### src/rtl/dsp_mac_seq_pkg.sv
`default_nettype none
// ============================================================================
// Module   : dsp_mac_seq_pkg
// Brief    : Shared types and opmode constants for the DSP48A1 MAC sequencer.
// Revision : 1.0
// ============================================================================
package dsp_mac_seq_pkg;

  typedef enum logic [1:0] {
    IDLE  = 2'd0,
    RUN   = 2'd1,
    DRAIN = 2'd2,
    DONE  = 2'd3
  } state_t;

  localparam logic [7:0] OPMODE_MAC_FIRST = 8'h01;  // X=M, Z=0
  localparam logic [7:0] OPMODE_MAC_ACC   = 8'h09;  // X=M, Z=P

  typedef struct packed {
    logic valid;
    logic first;
  } tag_t;

  function automatic logic [7:0] tag_opmode(input tag_t t);
    return (t.valid && t.first) ? OPMODE_MAC_FIRST : OPMODE_MAC_ACC;
  endfunction

endpackage
`default_nettype wire

### src/rtl/dsp_mac_sequencer_tag_delay.sv
`default_nettype none
// ============================================================================
// Module   : dsp_tag_delay
// Brief    : Shift register of operand tags with two taps (tap 0 = input).
// Revision : 1.0
// ============================================================================
module dsp_tag_delay
  import dsp_mac_seq_pkg::*;
#(
  parameter int DEPTH = 2,
  parameter int TAP_A = 1,
  parameter int TAP_B = 2
) (
  input  logic clk,
  input  logic rst_n,
  input  tag_t tag_in,
  output tag_t tap_a,
  output tag_t tap_b
);

  tag_t r_stage [1:DEPTH];

  always_ff @(posedge clk or negedge rst_n) begin
    if (!rst_n) begin
      for (int i = 1; i <= DEPTH; i++) r_stage[i] <= '0;
    end else begin
      r_stage[1] <= tag_in;
      for (int i = 2; i <= DEPTH; i++) r_stage[i] <= r_stage[i-1];
    end
  end

  generate
    if (TAP_A == 0) begin : g_tap_a_pass
      assign tap_a = tag_in;
    end else begin : g_tap_a_reg
      assign tap_a = r_stage[TAP_A];
    end
    if (TAP_B == 0) begin : g_tap_b_pass
      assign tap_b = tag_in;
    end else begin : g_tap_b_reg
      assign tap_b = r_stage[TAP_B];
    end
  endgenerate

endmodule
`default_nettype wire

### src/rtl/dsp_mac_sequencer.sv
`default_nettype none
// ============================================================================
// Module   : dsp_mac_sequencer
// Brief    : Streams A/B pairs into a DSP48A1 MAC and returns the dot product.
//            Optional overflow flag when DSP_MAC_SEQ_OVF_EN is defined.
// Revision : 1.0
// ============================================================================
module dsp_mac_sequencer
  import dsp_mac_seq_pkg::*;
#(
  parameter int LEN_W      = 16,
  parameter int MUL_LAT    = 2,
  parameter int OPMODE_LAT = 1
) (
  input  logic             clk,
  input  logic             rst_n,
  input  logic             start,
  input  logic [LEN_W-1:0] len,
  input  logic             in_valid,
  output logic             in_ready,
  input  logic [17:0]      in_a,
  input  logic [17:0]      in_b,
  output logic [17:0]      dsp_a,
  output logic [17:0]      dsp_b,
  output logic [7:0]       dsp_opmode,
  output logic             dsp_cep,
  input  logic [47:0]      dsp_p,
  output logic             busy,
  output logic [47:0]      result,
  output logic             result_valid,
  input  logic             result_ready
`ifdef DSP_MAC_SEQ_OVF_EN
  ,
  input  logic             dsp_carryout,
  output logic             result_ovf
`endif
);

  // Last product is in PREG after MUL_LAT+1 drain cycles; sample it one later.
  localparam logic [2:0] DRAIN_LAST = 3'(MUL_LAT + 1);

  state_t           r_state;
  state_t           w_state_next;
  logic [LEN_W-1:0] r_remaining;
  logic             r_first;
  logic [2:0]       r_drain;
  logic             w_fire;
  logic             w_accept;
  logic             w_zero_job;
  logic             w_capture;
  tag_t             w_tag_in;
  tag_t             w_op_tag;
  tag_t             w_cep_tag;

  always_ff @(posedge clk or negedge rst_n) begin
    if (!rst_n) r_state <= IDLE;
    else        r_state <= w_state_next;
  end

  always_comb begin
    w_state_next = r_state;
    in_ready     = 1'b0;
    w_fire       = 1'b0;
    w_accept     = 1'b0;
    w_zero_job   = 1'b0;
    w_capture    = 1'b0;
    case (r_state)
      IDLE: begin
        if (start) begin
          if (len == '0) begin
            w_zero_job   = 1'b1;
            w_state_next = DONE;
          end else begin
            w_accept     = 1'b1;
            w_state_next = RUN;
          end
        end
      end
      RUN: begin
        in_ready = 1'b1;
        if (in_valid) begin
          w_fire = 1'b1;
          if (r_remaining == LEN_W'(1)) w_state_next = DRAIN;
        end
      end
      DRAIN: begin
        if (r_drain == DRAIN_LAST) begin
          w_capture    = 1'b1;
          w_state_next = DONE;
        end
      end
      DONE: begin
        if (result_ready) w_state_next = IDLE;
      end
      default: w_state_next = IDLE;
    endcase
  end

  assign busy         = (r_state != IDLE);
  assign result_valid = (r_state == DONE);
  assign w_tag_in     = '{valid: w_fire, first: w_fire & r_first};

  // Output registers add one cycle, so the taps feeding them sit one stage early.
  dsp_tag_delay #(
    .DEPTH (MUL_LAT),
    .TAP_A (MUL_LAT - OPMODE_LAT),
    .TAP_B (MUL_LAT)
  ) u_tag_delay (
    .clk    (clk),
    .rst_n  (rst_n),
    .tag_in (w_tag_in),
    .tap_a  (w_op_tag),
    .tap_b  (w_cep_tag)
  );

  always_ff @(posedge clk or negedge rst_n) begin
    if (!rst_n) begin
      r_remaining <= '0;
      r_first     <= 1'b0;
      r_drain     <= '0;
      dsp_a       <= '0;
      dsp_b       <= '0;
      dsp_opmode  <= 8'h00;
      dsp_cep     <= 1'b0;
      result      <= '0;
    end else begin
      if (w_accept) begin
        r_remaining <= len;
        r_first     <= 1'b1;
      end
      if (w_fire) begin
        dsp_a       <= in_a;
        dsp_b       <= in_b;
        r_remaining <= r_remaining - LEN_W'(1);
        r_first     <= 1'b0;
      end
      r_drain    <= (r_state == DRAIN) ? r_drain + 3'd1 : 3'd0;
      dsp_opmode <= tag_opmode(w_op_tag);
      dsp_cep    <= w_cep_tag.valid;
      if (w_zero_job)     result <= '0;
      else if (w_capture) result <= dsp_p;
    end
  end

`ifdef DSP_MAC_SEQ_OVF_EN
  logic r_cep_d;

  // CARRYOUT is aligned with P, i.e. valid the cycle after the CEP that loaded it.
  always_ff @(posedge clk or negedge rst_n) begin
    if (!rst_n) begin
      r_cep_d    <= 1'b0;
      result_ovf <= 1'b0;
    end else begin
      r_cep_d <= dsp_cep;
      if (w_accept || w_zero_job)      result_ovf <= 1'b0;
      else if (r_cep_d && dsp_carryout) result_ovf <= 1'b1;
    end
  end
`endif

endmodule
`default_nettype wire

### config.mk
export PLATFORM = sky130hd
export DESIGN_NAME = dsp_mac_sequencer
export DESIGN_NICKNAME = d
export VERILOG_FILES = /design/src/rtl/dsp_mac_seq_pkg.sv /design/src/rtl/dsp_mac_sequencer_tag_delay.sv /design/src/rtl/dsp_mac_sequencer.sv
export SDC_FILE = /design/constraint.sdc
export NUM_CORES = 1
export LEC_CHECK = 0
export CAP_MARGIN = 10
export CORE_UTILIZATION = 39
export DETAILED_ROUTE_END_ITERATION = 6
export PLACE_DENSITY = 0.83
export SETUP_SLACK_MARGIN = 0.5
export SYNTH_ARGS = -nofsm -noshare
export SYNTH_HDL_FRONTEND = slang
export SYNTH_SLANG_ARGS = --single-unit
### constraint.sdc
create_clock -name clk -period 1.6 [get_ports clk]
set_input_delay 0.16 -clock clk [delete_from_list [all_inputs] [get_ports clk]]
set_output_delay 0.16 -clock clk [all_outputs]
set_load 0.01 [all_outputs]
* After elaboration in Yosys (flattened, before gate mapping) *
Cells that the tools add are included.

word-level totals
  register bits = 114
  output and inout bits = 96

cells by class
  bitwise operators = 1
  equality and inequality tests = 10
  add/subtract/negate cells = 2
  multiplexer cells = 26
  reduce and logical (&&, ||, !) cells = 7

operators by type and width
  operator                 number
  $mux W48                 2
  $mux W16                 2
  $eq A16 B1 Y1 const B    1
  $logic_not A16 Y1        1
  $sub A16 B1 Y16 const B  1
  $mux W1                  13
  $mux W2                  6
  $ne A2 B2 Y1 const B     4
  $pmux W2 S4              1
  $reduce_bool A2 Y1       3
  $reduce_and A5 Y1        1
  $eq A2 B2 Y1 const B     2
  $mux W4                  1
  $add A3 B1 Y3 const B    1
  $eq A3 B2 Y1 const B     1
  $mux W3                  1
  $eq A2 B1 Y1 const B     1
  $logic_not A2 Y1         1
  $ne A2 B1 Y1 const B     1
  $and A1 B1 Y1            1
  $logic_and A1 B1 Y1      1

* Depth between registers and ports, before layout *
Gate-level depths: netlist of the first run.

  depth after elaboration = 6
  mapped depth = 8
  gate-level depth less buffers = 7

* Cells and area by module *
From an unflattened synthesis of the first run, not the netlist that was laid out.

unflattened totals
  cell total of the unflattened synthesis = 538
  area, all modules = 4916.0 um2

by module, submodules not included
  module             cells each  sequential area each (um2)  area an instance (um2)  times used
  dsp_mac_sequencer  534         2727.6                      4815.9                  1
  dsp_tag_delay      4           100.1                       100.1                   1

* Worst setup path after synthesis of the first run *
Ideal clock, no wire load.

  path kind = reg-to-reg
  start point = reg r_state[1]
  end point = reg r_remaining[14]
  stages on the path, launching flop included = 9
  library setup time = 126 ps
  setup slack = -203 ps
  arrival time = 1678 ps
  period minus slack after synthesis = 1803 ps
  path buffers = 2
  cells stage by stage = dfrtp_1 > inv_1 > ha_1 > nand2_1 > buf_2 > clkbuf_1 > nor2_1 > a221oi_1 > nand2_1

on the way
  cells in the longest elaborated chain, start to end = 3

RTL lines
  what                                                     line                      RTL
  start, declared                                          dsp_mac_sequencer.sv:42   state_t r_state;
  start signal, assigned                                   dsp_mac_sequencer.sv:57   else r_state <= w_state_next;
  $eq A2 B1 Y1 / $logic_not A2 Y1 (equally long branches)  dsp_mac_sequencer.sv:67   case (r_state)
  $mux W1                                                  dsp_mac_sequencer.sv:67
  $mux W16 / $reduce_bool A2 Y1 (equally long branches)    n/a
  end signal, assigned                                     dsp_mac_sequencer.sv:128  r_remaining <= len;
  end signal, assigned                                     dsp_mac_sequencer.sv:134  r_remaining <= r_remaining - LEN_W'(1);
  end, declared                                            dsp_mac_sequencer.sv:44   logic [LEN_W-1:0] r_remaining;

Parallel ways exist; a longest one is shown, timed or not.
A chain may end at the register's enable or synchronous reset.

* Worst setup path in the final report of the first run *
  start point = reg r_state[1]
  end point = reg r_remaining[10]

Same word-level chain as after synthesis.

==> results of run 1 <==
[worst min path at each step]
stage	end	cells past startpoint
floorplan	dsp_a[0]	0
global placement	result[17]	1
detailed placement	result[8]	1
CTS	r_remaining[11]	3
global route	r_remaining[14]	3
finish	r_remaining[14]	3
[logic make-up (layout without fill, tap and decap cells)]
| kind of cell | Yosys count | after routing | share of synthesized area, % |
|---|---|---|---|
| multiplexers | 4 | 4 | 0.844 |
| buffers and inverters | 45 | 365 | 4.07 |
| other | 2 | 7 | 0.154 |
| adder cells (fa/ha/maj) | 8 | 8 | 2.05 |
| AO/OA/AOI/OAI | 87 | 87 | 11.4 |
| AND/OR/NAND/NOR | 279 | 279 | 24.2 |
| flip-flops | 112 | 112 | 57.3 |
[worst reg2reg max path, stage by stage (launching register included)]
cell and delay (ns):
dfrtp_1 0.40, inv_2 0.09, ha_4 0.16, nand2_4 0.05, a41o_1 0.23, buf_6 0.13, buf_6 0.11, o221a_4 0.25
a211o_1 0.23
[sequential cells by signal (all words and copies together) (netlist names)]
name,cells
dsp_a,18
dsp_b,18
dsp_cep,1
dsp_opmode,2
r_drain,3
r_first,1
r_remaining,16
r_state,2
result,48
u_tag_delay.tap_a,2
u_tag_delay.tap_b,1
[stage by stage]
step                      area, sq um  worst slack (ns)  total power [mW]
after floorplan                  5330           -0.0500              7.50
after global placement           7730            -0.377              10.7
after detailed placement         7730            -0.412              11.0
after CTS                        8800            -0.118              13.4
after global routing             9680            -0.185              15.7
final                            9680            -0.168              15.0
[layout by cell type (no fill, tap or decap), drive strengths merged, types with 6 or more instances in the layout]
| cell type | Yosys | final |
|---|---|---|
| buf | 18 | 217 |
| nand2 | 214 | 214 |
| dfrtp | 112 | 112 |
| clkdlybuf4s50 | 0 | 91 |
| a21oi | 58 | 58 |
| clkbuf | 16 | 18 |
| nor2 | 17 | 17 |
| dlymetal6s2s | 0 | 15 |
| nor4 | 11 | 11 |
| inv | 11 | 10 |
| ha | 8 | 8 |
| nand3 | 7 | 7 |
| conb | 2 | 7 |
| dlygate4sd2 | 0 | 7 |
| o221a | 6 | 6 |
[area by class of cell]
class                   instances  share of cell area [%]
clock inverters                 5                   0.698
well taps                     168                    2.17
repair buffers                338                    34.9
multi-input cells             385                    30.2
inverters                      11                   0.556
clock buffers                  11                    2.51
flip-flops and latches        112                    29.0
[timing repair]
item	in CTS	in global routing
hold buffers	1	0
pin swaps	15	77
gates cloned	15	4
resized for setup	413	194
setup buffers	37	14
setup endpoints to repair	198	125
endpoints found under the hold margin	32	0
[per-layer routing]
| layer | vias to the layer above | routed length [microns] |
|---|---|---|
| met2 | 270 | 11100 |
| met5 | - | 0 |
| met3 | 61 | 1170 |
| met1 | 2725 | 7500 |
| li1 | 2417 | - |
| met4 | 0 | 765 |
[power breakdown]
| group | leakage [nW] | internal (mW) | switching (mW) |
|---|---|---|---|
| Clock | 0.148 | 1.27 | 1.10 |
| Sequential | 1.21 | 4.00 | 0.754 |
| Combinational | 3.23 | 4.00 | 3.88 |
==> impl_results.md, run 1 <==
* CTS buffer count at 9
* First-pass GRT wire length at 28100 microns
* Count leader, synth: nand2_1
* Mean Syn Cell Area at 9.11 sq um
* Share of layout cells above drive strength 1 at 49.3%
* FF+latch area at 0.00280 sq mm
* Met2 global-route usage at 51.2%
* Failing checks: setup timing
* F_max at 0.565 GHz
* Met3 Track Usage GR at 5.58%
* Post-synth cell types at 47
* Leakage at 4.59 nW
* R2r worst-path depth at 8
* Core Area at 0.0121 sq mm
* Critical Path Stages at 8
* CTS H-tree lvls at 3
* Synth top area cells: dfrtp_1 57%, nand2_1 16%, a21oi_1 5.9%
* Most used routing layer: met2
* Placed cell count at 943
* Global route overflow at 0
* Worst VDD drop at 969 uV
* Final worst path period need at 1.77 ns
* Critical Path RT at 1.83 ns
* CP top delay family: compound AO/OA/AOI/OAI gates
* R2r startpoint: r_state[1]
* Worst Path Buf+Inv at 3
* Crit Reg-Reg Endpoint: r_remaining[10]
* Final setup violation count at 62
* Slowest cell on crit path: dfrtp_1
* Critical Path Start Type: flip-flop
* Antenna-violating nets left at 0
* Share of the synthesized area in the top cell type at 57.3%
* Post-Syn Area at 0.00489 sq mm
* Num ports at 201
* Post-route insts no fill at 1030
* Clock transition at path regs at 0.08 ns
* CP endpoint: r_remaining[10]
* Crit. Startpoint: r_state[1]
* Vias in the first global route at 5574
* Seq/Total Area, Yosys at 57.3%
* Root Driver: clkbuf_16
* Predominant post-synthesis flop cell: dfrtp_1
* HP Start: len[14]
* Initial antenna violation count at 0
* Top cell type by total area after synthesis: dfrtp_1
* Reg-to-reg slack, setup at -0.17 ns
* Die X at 114 microns
* CTS Buffer Depth at 2
* Max-cap violations at 0
* Initial DRC Count at 362
* Crit Path Category: flip-flop to flip-flop
* Setup TNS at -3.80 ns
* Nets@finish at 970
* Layout filler cell count at 703
* Crit share post-route at 111%
* Chip height at 114 microns
* Max incr delay on CP at 0.40 ns
* Wirelength per Cell at 19.9 microns
* Clock sinks at 112
* Hpwl dp at 10800 microns
* # rows at 40
* Initial DRT Pass Iterations at 4
* Pins over their slew limit at 0
* PortBufs at 194
* Met1 Resource Use GR at 31.7%
* Critical Path AT at 2.00 ns
* Cells after synthesis at 537
* Most frequent CP cell: buf_6
* Worst clock skew at 0.00749 ns
* GRT Total Usage at 28.4%
* Status: complete, but fails checks
* Synth-to-Final Area Change at 98.0%
* GPL Wtd Cong at 0.908
* Routed vias at 5473
* Min-Delay Path Class: input pin to flip-flop
* Clock Latency Late Sink at 0.35 ns
* Largest net degree at the start of global routing at 45
* Final hold violation count at 0
* Yosys warnings at 0
* Via/cell ratio at 5.31
* Hold slack at 0.180 ns
* Die area at 0.0130 sq mm
* Async SR Flop Fraction at 100%
* CTS tree: built
* RSZ-0062 raised after global routing: yes
* Crit path cell chain: inv_2 -> ha_4 -> nand2_4 -> a41o_1 -> buf_6 -> buf_6 -> o221a_4 -> a211o_1
* Slack of the critical path at -0.168 ns
* EDFF count, synth at 0
* Worst-path maximum fanout at 3
* N_diodes at 0
* Pwr/cell area at 1550 mW/mm^2
* Worst setup EP type: flip-flop
* DR DRC count at 0
* Starting density of the core at 40.4%
* Total wire length at 20500 microns
* Multi-input gate area at 0.00293 sq mm
* Number of synthesized register bits at 112
* Synth cell count leaders: 214 x nand2_1, 112 x dfrtp_1, 58 x a21oi_1, 17 x nor2_1, 16 x clkbuf_1
* Final Util at 80.0%
Note: power is estimated with default switching activity, not from simulation.
==> inputs of run 2 (changes only) <==
--- a/config.mk
+++ b/config.mk
@@ -6,8 +6,11 @@
 export NUM_CORES = 1
 export LEC_CHECK = 0
 export CAP_MARGIN = 10
+export CORE_ASPECT_RATIO = 0.75
+export CORE_MARGIN = 1
 export CORE_UTILIZATION = 39
 export DETAILED_ROUTE_END_ITERATION = 6
+export HOLD_SLACK_MARGIN = 0.05
 export PLACE_DENSITY = 0.83
 export SETUP_SLACK_MARGIN = 0.5
 export SYNTH_ARGS = -nofsm -noshare
==> impl_results.md, run 2 (synthesized netlist as in run 1, its figures left out) <==
* Final hold violation count at 0 (unchanged)
* Initial antenna violation count at 0 (unchanged)
* Slack of the critical path at -0.210 ns (was -0.168 ns)
* Initial DRC Count at 394 (was 362)
* Antenna-violating nets left at 0 (unchanged)
* Nets@finish at 1007 (was 970)
* Most common cell after layout, fill and taps aside: dfrtp_1 (was nand2_1)
* Share of layout cells above drive strength 1 at 59.6% (was 49.3%)
* Status: complete, but fails checks (unchanged)
* Clock sinks at 112 (unchanged)
* CTS tree: built (unchanged)
* Die X at 131 microns (was 114 microns)
* Hold Path Depth at 3 (unchanged)
* Max-cap violations at 0 (unchanged)
* Worst VDD drop at 1070 uV (was 969 uV)
* WHS Endpoint: r_remaining[14] (unchanged)
* Leakage at 4.87 nW (was 4.59 nW)
* CTS H-tree lvls at 3 (unchanged)
* Routed vias at 5952 (was 5473)
* # rows at 35 (was 40)
* Most used routing layer: met2 (unchanged)
* Vias in the first global route at 5846 (was 5574)
* DR DRC count at 0 (unchanged)
* Starting density of the core at 39.9% (was 40.4%)
* Hpwl dp at 10800 microns (about the same)
* Total wire length at 23800 microns (was 20500 microns)
* N_diodes at 0 (unchanged)
* Core Area at 0.0123 sq mm (was 0.0121 sq mm)
* R2r worst-path depth at 11 (was 8)
* Largest register FFs at 48 (unchanged)
* Critical Path RT at 1.87 ns (was 1.83 ns)
* F_max at 0.552 GHz (was 0.565 GHz)
* Clock Latency Late Sink at 0.35 ns (about the same)
* Post-route insts no fill at 1065 (was 1030)
* Met3 Track Usage GR at 8.18% (was 5.58%)
* Num ports at 201 (unchanged)
* Pins over their slew limit at 0 (unchanged)
* First-pass GRT wire length at 31400 microns (was 28100 microns)
* Final worst path period need at 1.81 ns (was 1.77 ns)
* Leading cell types in the layout, fill and taps excluded: 112 x dfrtp_1, 91 x clkdlybuf4s50_1, 87 x buf_2 (was 137 x nand2_1, 111 x dfrtp_1, 91 x clkdlybuf4s50_1)
* Pwr/cell area at 1550 mW/mm^2 (about the same)
* CTS Buffer Depth at 2 (unchanged)
* Met1 Resource Use GR at 37.5% (was 31.7%)
* GPL Wtd Cong at 0.919 (was 0.908)
* Root Driver: clkbuf_16 (unchanged)
* Critical Path AT at 2.08 ns (was 2.00 ns)
* Biggest regs: result (48), dsp_a (18), dsp_b (18) (unchanged)
* Most flop-heavy register: result (unchanged)
* Min-Delay Path Class: input pin to flip-flop (unchanged)
* Crit Path Category: flip-flop to flip-flop (unchanged)
* R2r startpoint: r_state[0] (was r_state[1])
* Clock transition at path regs at 0.07 ns (was 0.08 ns)
* GRT Total Usage at 31.5% (was 28.4%)
* Wirelength per Cell at 22.3 microns (was 19.9 microns)
* HP Start: len[14] (unchanged)
* Worst setup EP type: flip-flop (unchanged)
* Failing checks: setup timing (unchanged)
* Initial DRT Pass Iterations at 5 (was 4)
* CTS buffer count at 9 (unchanged)
* Chip height at 99.0 microns (was 114 microns)
* RSZ-0062 raised after global routing: yes (unchanged)
* Largest net degree at the start of global routing at 42 (was 45)
* Placed cell count at 933 (was 943)
* Via/cell ratio at 5.59 (was 5.31)
* Critical Path Start Type: flip-flop (unchanged)
* Crit Reg-Reg Endpoint: result[41] (was r_remaining[10])
* Crit share post-route at 113% (was 111%)
* Reg-to-reg slack, setup at -0.21 ns (was -0.17 ns)
* PortBufs at 194 (unchanged)
* Global route overflow at 0 (unchanged)
* Synth-to-Final Area Change at 116% (was 98.0%)
* Met2 global-route usage at 54.7% (was 51.2%)
* Die area at 0.0130 sq mm (about the same)
* Final Util at 86.2% (was 80.0%)
* Worst slack, placed at -0.414 ns (was -0.412 ns)
* Worst-path maximum fanout at 7 (was 3)
* Final setup violation count at 99 (was 62)
* Worst clock skew at 0.0102 ns (was 0.00749 ns)
run 2: cell count changes in the layout (fill, tap and decap cells not counted), moves of 5 or more:
cell,before,now
a21oi_1,10,5
nand2_1,137,83
nand2_2,41,75
buf_6,31,36
dlymetal6s2s_1,15,5
buf_4,76,85
nand2_4,34,53
buf_12,15,27
buf_16,15,23
buf_2,74,87
a21oi_2,38,47
run 2: cell type report:
type / instances / area (sq um)
well taps: 166 / 208
repair buffers: 375 / 3970
inverters: 11 / 56.3
clock buffers: 11 / 243
multi-input cells: 385 / 3200
fillers: 525 / 1690
flip-flops and latches: 112 / 2800
clock inverters: 5 / 88.8
run 2: power by group:
| group | switching [mW] | internal, mW | leakage [nW] |
|---|---|---|---|
| clock network | 1.08 | 1.44 | 0.162 |
| registers | 0.905 | 4.00 | 1.21 |
| logic | 4.33 | 4.64 | 3.50 |
| total | 6.31 | 10.1 | 4.87 |
run 2: per-layer routing:
layer  up-vias  part of all wire (%)
met5         -                     0
met4         0                   4.8
met3       117                   8.3
met2       405                    50
met1      2915                    37
li1       2515                     -
run 2: through the flow:
step	setup TNS, ns	instance area, sq um	hold WS, ns	total power, mW
3_5_place_dp	-18.94	7690	0.0748	10.9
5_1_grt	-14.57	10600	0.183	17.1
2_1_floorplan	-0.163	5330	-0.136	7.50
6_report	-9.47	10600	0.179	16.4
3_3_place_gp	-17.43	7690	0.0702	10.6
4_1_cts	-3.84	9490	0.222	14.3
run 2: what timing repair did:
action	4_1_cts	5_1_grt
hold buffers	1	0
setup endpoints to repair	198	115
buffers inserted	65	19
cloned	23	8
resized for setup	528	214
hold endpoints to repair	76	0
pin swaps	46	127
run 2: worst max-delay path, cell delays in order, from the launching register on:
cell and delay (ns):
dfrtp_1 0.40, inv_2 0.08, buf_6 0.11, buf_6 0.11, ha_4 0.16, buf_6 0.11, buf_6 0.12, nand2_8 0.13
buf_12 0.13, buf_16 0.12, nand2_1 0.09, a21oi_2 0.16
run 2: how the worst max path moves through the flow:
stage / startpoint / end / slack (ns) / depth (start not counted)
5_1_grt: r_state[0] / r_remaining[8] / -0.26 / 9
2_1_floorplan: r_remaining[4] / r_remaining[13] / -0.05 / 4
6_report: r_state[0] / result[41] / -0.21 / 11
3_5_place_dp: len[3] / r_remaining[8] / -0.41 / 6
4_1_cts: r_remaining[4] / r_remaining[15] / -0.19 / 5
3_3_place_gp: len[3] / r_remaining[0] / -0.35 / 6
==> inputs of run 3 (changes only) <==
--- a/config.mk
+++ b/config.mk
@@ -7,7 +7,7 @@
 export LEC_CHECK = 0
 export CAP_MARGIN = 10
 export CORE_ASPECT_RATIO = 0.75
-export CORE_MARGIN = 1
+export CORE_MARGIN = 2
 export CORE_UTILIZATION = 39
 export DETAILED_ROUTE_END_ITERATION = 6
 export HOLD_SLACK_MARGIN = 0.05
==> impl_results.md, run 3 (synthesized netlist as in run 1, its figures left out) <==
* Status: complete, but fails checks (unchanged)
* Failing checks: setup timing (unchanged)
* # rows at 35 (unchanged)
* Max_slew headroom at 58.8%
* Biggest regs: result (48), dsp_a (18), dsp_b (18) (unchanged)
* Hpwl dp at 11100 microns (was 10800 microns)
* Most common cell after layout, fill and taps aside: nand2_1 (was dfrtp_1)
* Hold slack at 0.131 ns (was 0.179 ns)
* Total wire length at 21300 microns (was 23800 microns)
* Max-cap violations at 0 (unchanged)
* Leakage at 4.93 nW (was 4.87 nW)
* Die area at 0.0135 sq mm (was 0.0130 sq mm)
* Pins over their slew limit at 0 (unchanged)
* Synth-to-Final Area Change at 102% (was 116%)
* Final hold violation count at 0 (unchanged)
* RSZ-0062 raised after global routing: yes (unchanged)
* Max incr delay on CP at 0.40 ns (about the same)
* Largest register FFs at 48 (unchanged)
* Largest net degree at the start of global routing at 64 (was 42)
* Cell area after layout at 0.00986 sq mm (was 0.0106 sq mm)
* Crit path cell chain: inv_2 -> ha_4 -> nand2_4 -> a41o_1 -> buf_6 -> o221a_2 -> a211o_1 (was inv_2 -> buf_6 -> buf_6 -> ha_4 -> buf_6 -> buf_6 -> nand2_8 -> buf_12 -> buf_16 -> nand2_1 -> a21oi_2)
* Nets@finish at 973 (was 1007)
* CTS buffer count at 9 (unchanged)
* Wirelength per Cell at 20.7 microns (was 22.3 microns)
* Vias in the first global route at 4854 (was 5846)
* Worst setup EP type: flip-flop (unchanged)
* Initial DRT Pass Iterations at 5 (unchanged)
* Final worst path period need at 1.75 ns (was 1.81 ns)
* Most flop-heavy register: result (unchanged)
* Root Driver: clkbuf_16 (unchanged)
* Worst Path Buf+Inv at 2 (was 7)
* Slowest cell on crit path: dfrtp_1 (unchanged)
* Worst-margin pin slew at 0.617 ns
* Core Area at 0.0123 sq mm (unchanged)
* Initial antenna violation count at 0 (unchanged)
* Clock sinks at 112 (unchanged)
* Layout filler cell count at 654 (was 525)
* Chip height at 101 microns (was 99.0 microns)
* Clock Latency Late Sink at 0.34 ns (was 0.35 ns)
* Min-Delay Path Class: input pin to flip-flop (unchanged)
* Critical Path Start Type: flip-flop (unchanged)
* Critical Path RT at 1.83 ns (was 1.87 ns)
* Global route overflow at 0 (unchanged)
* GRT Total Usage at 23.6% (was 31.5%)
* Slack of the critical path at -0.145 ns (was -0.210 ns)
* Critical Path AT at 1.98 ns (was 2.08 ns)
* Via/cell ratio at 5.35 (was 5.59)
* Antenna-violating nets left at 0 (unchanged)
* PortBufs at 194 (unchanged)
* Clock transition at path regs at 0.07 ns (about the same)
* DR DRC count at 0 (unchanged)
* N_diodes at 0 (unchanged)
* First-pass GRT wire length at 25100 microns (was 31400 microns)
* Share of layout cells above drive strength 1 at 41.4% (was 59.6%)
* Num ports at 201 (unchanged)
* CTS Buffer Depth at 2 (unchanged)
* CP top delay family: compound AO/OA/AOI/OAI gates (was buffers and inverters)
* CTS H-tree lvls at 3 (unchanged)
* Leading cell types in the layout, fill and taps excluded: 144 x nand2_1, 112 x dfrtp_1, 88 x clkdlybuf4s50_1 (was 112 x dfrtp_1, 91 x clkdlybuf4s50_1, 87 x buf_2)
* Starting density of the core at 39.9% (unchanged)
* Dpl cell area at 0.00771 sq mm (was 0.00769 sq mm)
* Worst clock skew at 0.00809 ns (was 0.0102 ns)
* Worst-path maximum fanout at 4 (was 7)
* GPL Wtd Cong at 0.890 (was 0.919)
* Crit share post-route at 109% (was 113%)
* Crit Path Category: flip-flop to flip-flop (unchanged)
* F_max at 0.573 GHz (was 0.552 GHz)
* Die X at 133 microns (was 131 microns)
* CTS tree: built (unchanged)
* Worst VDD drop at 969 uV (was 1070 uV)
* Routed vias at 5513 (was 5952)
* Pwr/cell area at 1530 mW/mm^2 (was 1550 mW/mm^2)
* Initial DRC Count at 249 (was 394)
* Final setup violation count at 23 (was 99)
[run 3: changes by cell type in the layout (fill, tap and decap cells not counted), moves of 16 or more]
cell / delta
nand2_4: -17
a21oi_1: +21
buf_2: -66
buf_16: -19
nand2_1: +61
buf_12: -16
nand2_2: -44
dlymetal6s2s_1: +68
[run 3: per-layer routing]
| layer | up-vias | track usage (%) | part of all wire [%] |
|---|---|---|---|
| met4 | 0 | 5.16 | 3.3 |
| met3 | 55 | 6.79 | 7.3 |
| met2 | 311 | 40.1 | 51 |
| met1 | 2718 | 30.4 | 39 |
| met5 | - | 0 | 0 |
| li1 | 2429 | - | - |
[run 3: area by class of cell]
cell class | count | area [sq um] | share of cell area, %
clock buffer | 12 | 246 | 2.50
clock inverter | 3 | 26.3 | 0.267
inverter | 11 | 51.3 | 0.520
multi-input combinational | 386 | 2820 | 28.6
sequential | 112 | 2800 | 28.4
tap | 166 | 208 | 2.11
timing repair buffer | 340 | 3700 | 37.6
[run 3: what timing repair did]
action | in CTS | in global routing
cloned | 4 | 25
setup buffers | 9 | 33
setup endpoints to repair | 197 | 177
pin swaps | 14 | 103
endpoints found under the hold margin | 112 | 0
hold buffers | 1 | 0
gates resized for setup | 142 | 285
[run 3: report_power, final]
group / leakage (nW) / switching (mW) / internal, mW
clock: 0.134 / 1.03 / 1.11
combinational: 3.58 / 3.85 / 4.31
sequential: 1.21 / 0.778 / 4.00
total: 4.93 / 5.66 / 9.41
[run 3: worst paths after layout]
kind,from,to,slack (ns),cells after the start
worst max-delay path,r_state[1],r_remaining[10],-0.15,7
worst min-delay path,len[11],r_remaining[11],0.13,3
worst max register to register,r_state[1],r_remaining[10],-0.15,7
worst min register to register,u_tag_delay.tap_b[1],dsp_cep,0.39,0
max in group asynchronous,rst_n,result[8],0.68,3
min in group asynchronous,rst_n,r_remaining[15],0.35,3
[run 3: worst register-to-register path: stages (launching register included)]
cell	delay [ns]
dfrtp_1	0.40
inv_2	0.12
ha_4	0.17
nand2_4	0.07
a41o_1	0.25
buf_6	0.14
o221a_2	0.26
a211o_1	0.22
[run 3: per-stage QoR]
step / TNS [ns] / std cells / utilization (%) / setup WS [ns] / power (mW)
6_report: -1.56 / 1030 / 80.4 / -0.145 / 15.1
5_1_grt: -3.66 / 1030 / 80.4 / -0.230 / 15.8
4_1_cts: -2.77 / 972 / 67.4 / -0.108 / 13.6
3_5_place_dp: -26.70 / 943 / 62.9 / -0.409 / 11.0
3_3_place_gp: -24.74 / 943 / 62.9 / -0.362 / 10.7
2_1_floorplan: -0.163 / 542 / - / -0.0500 / 7.50
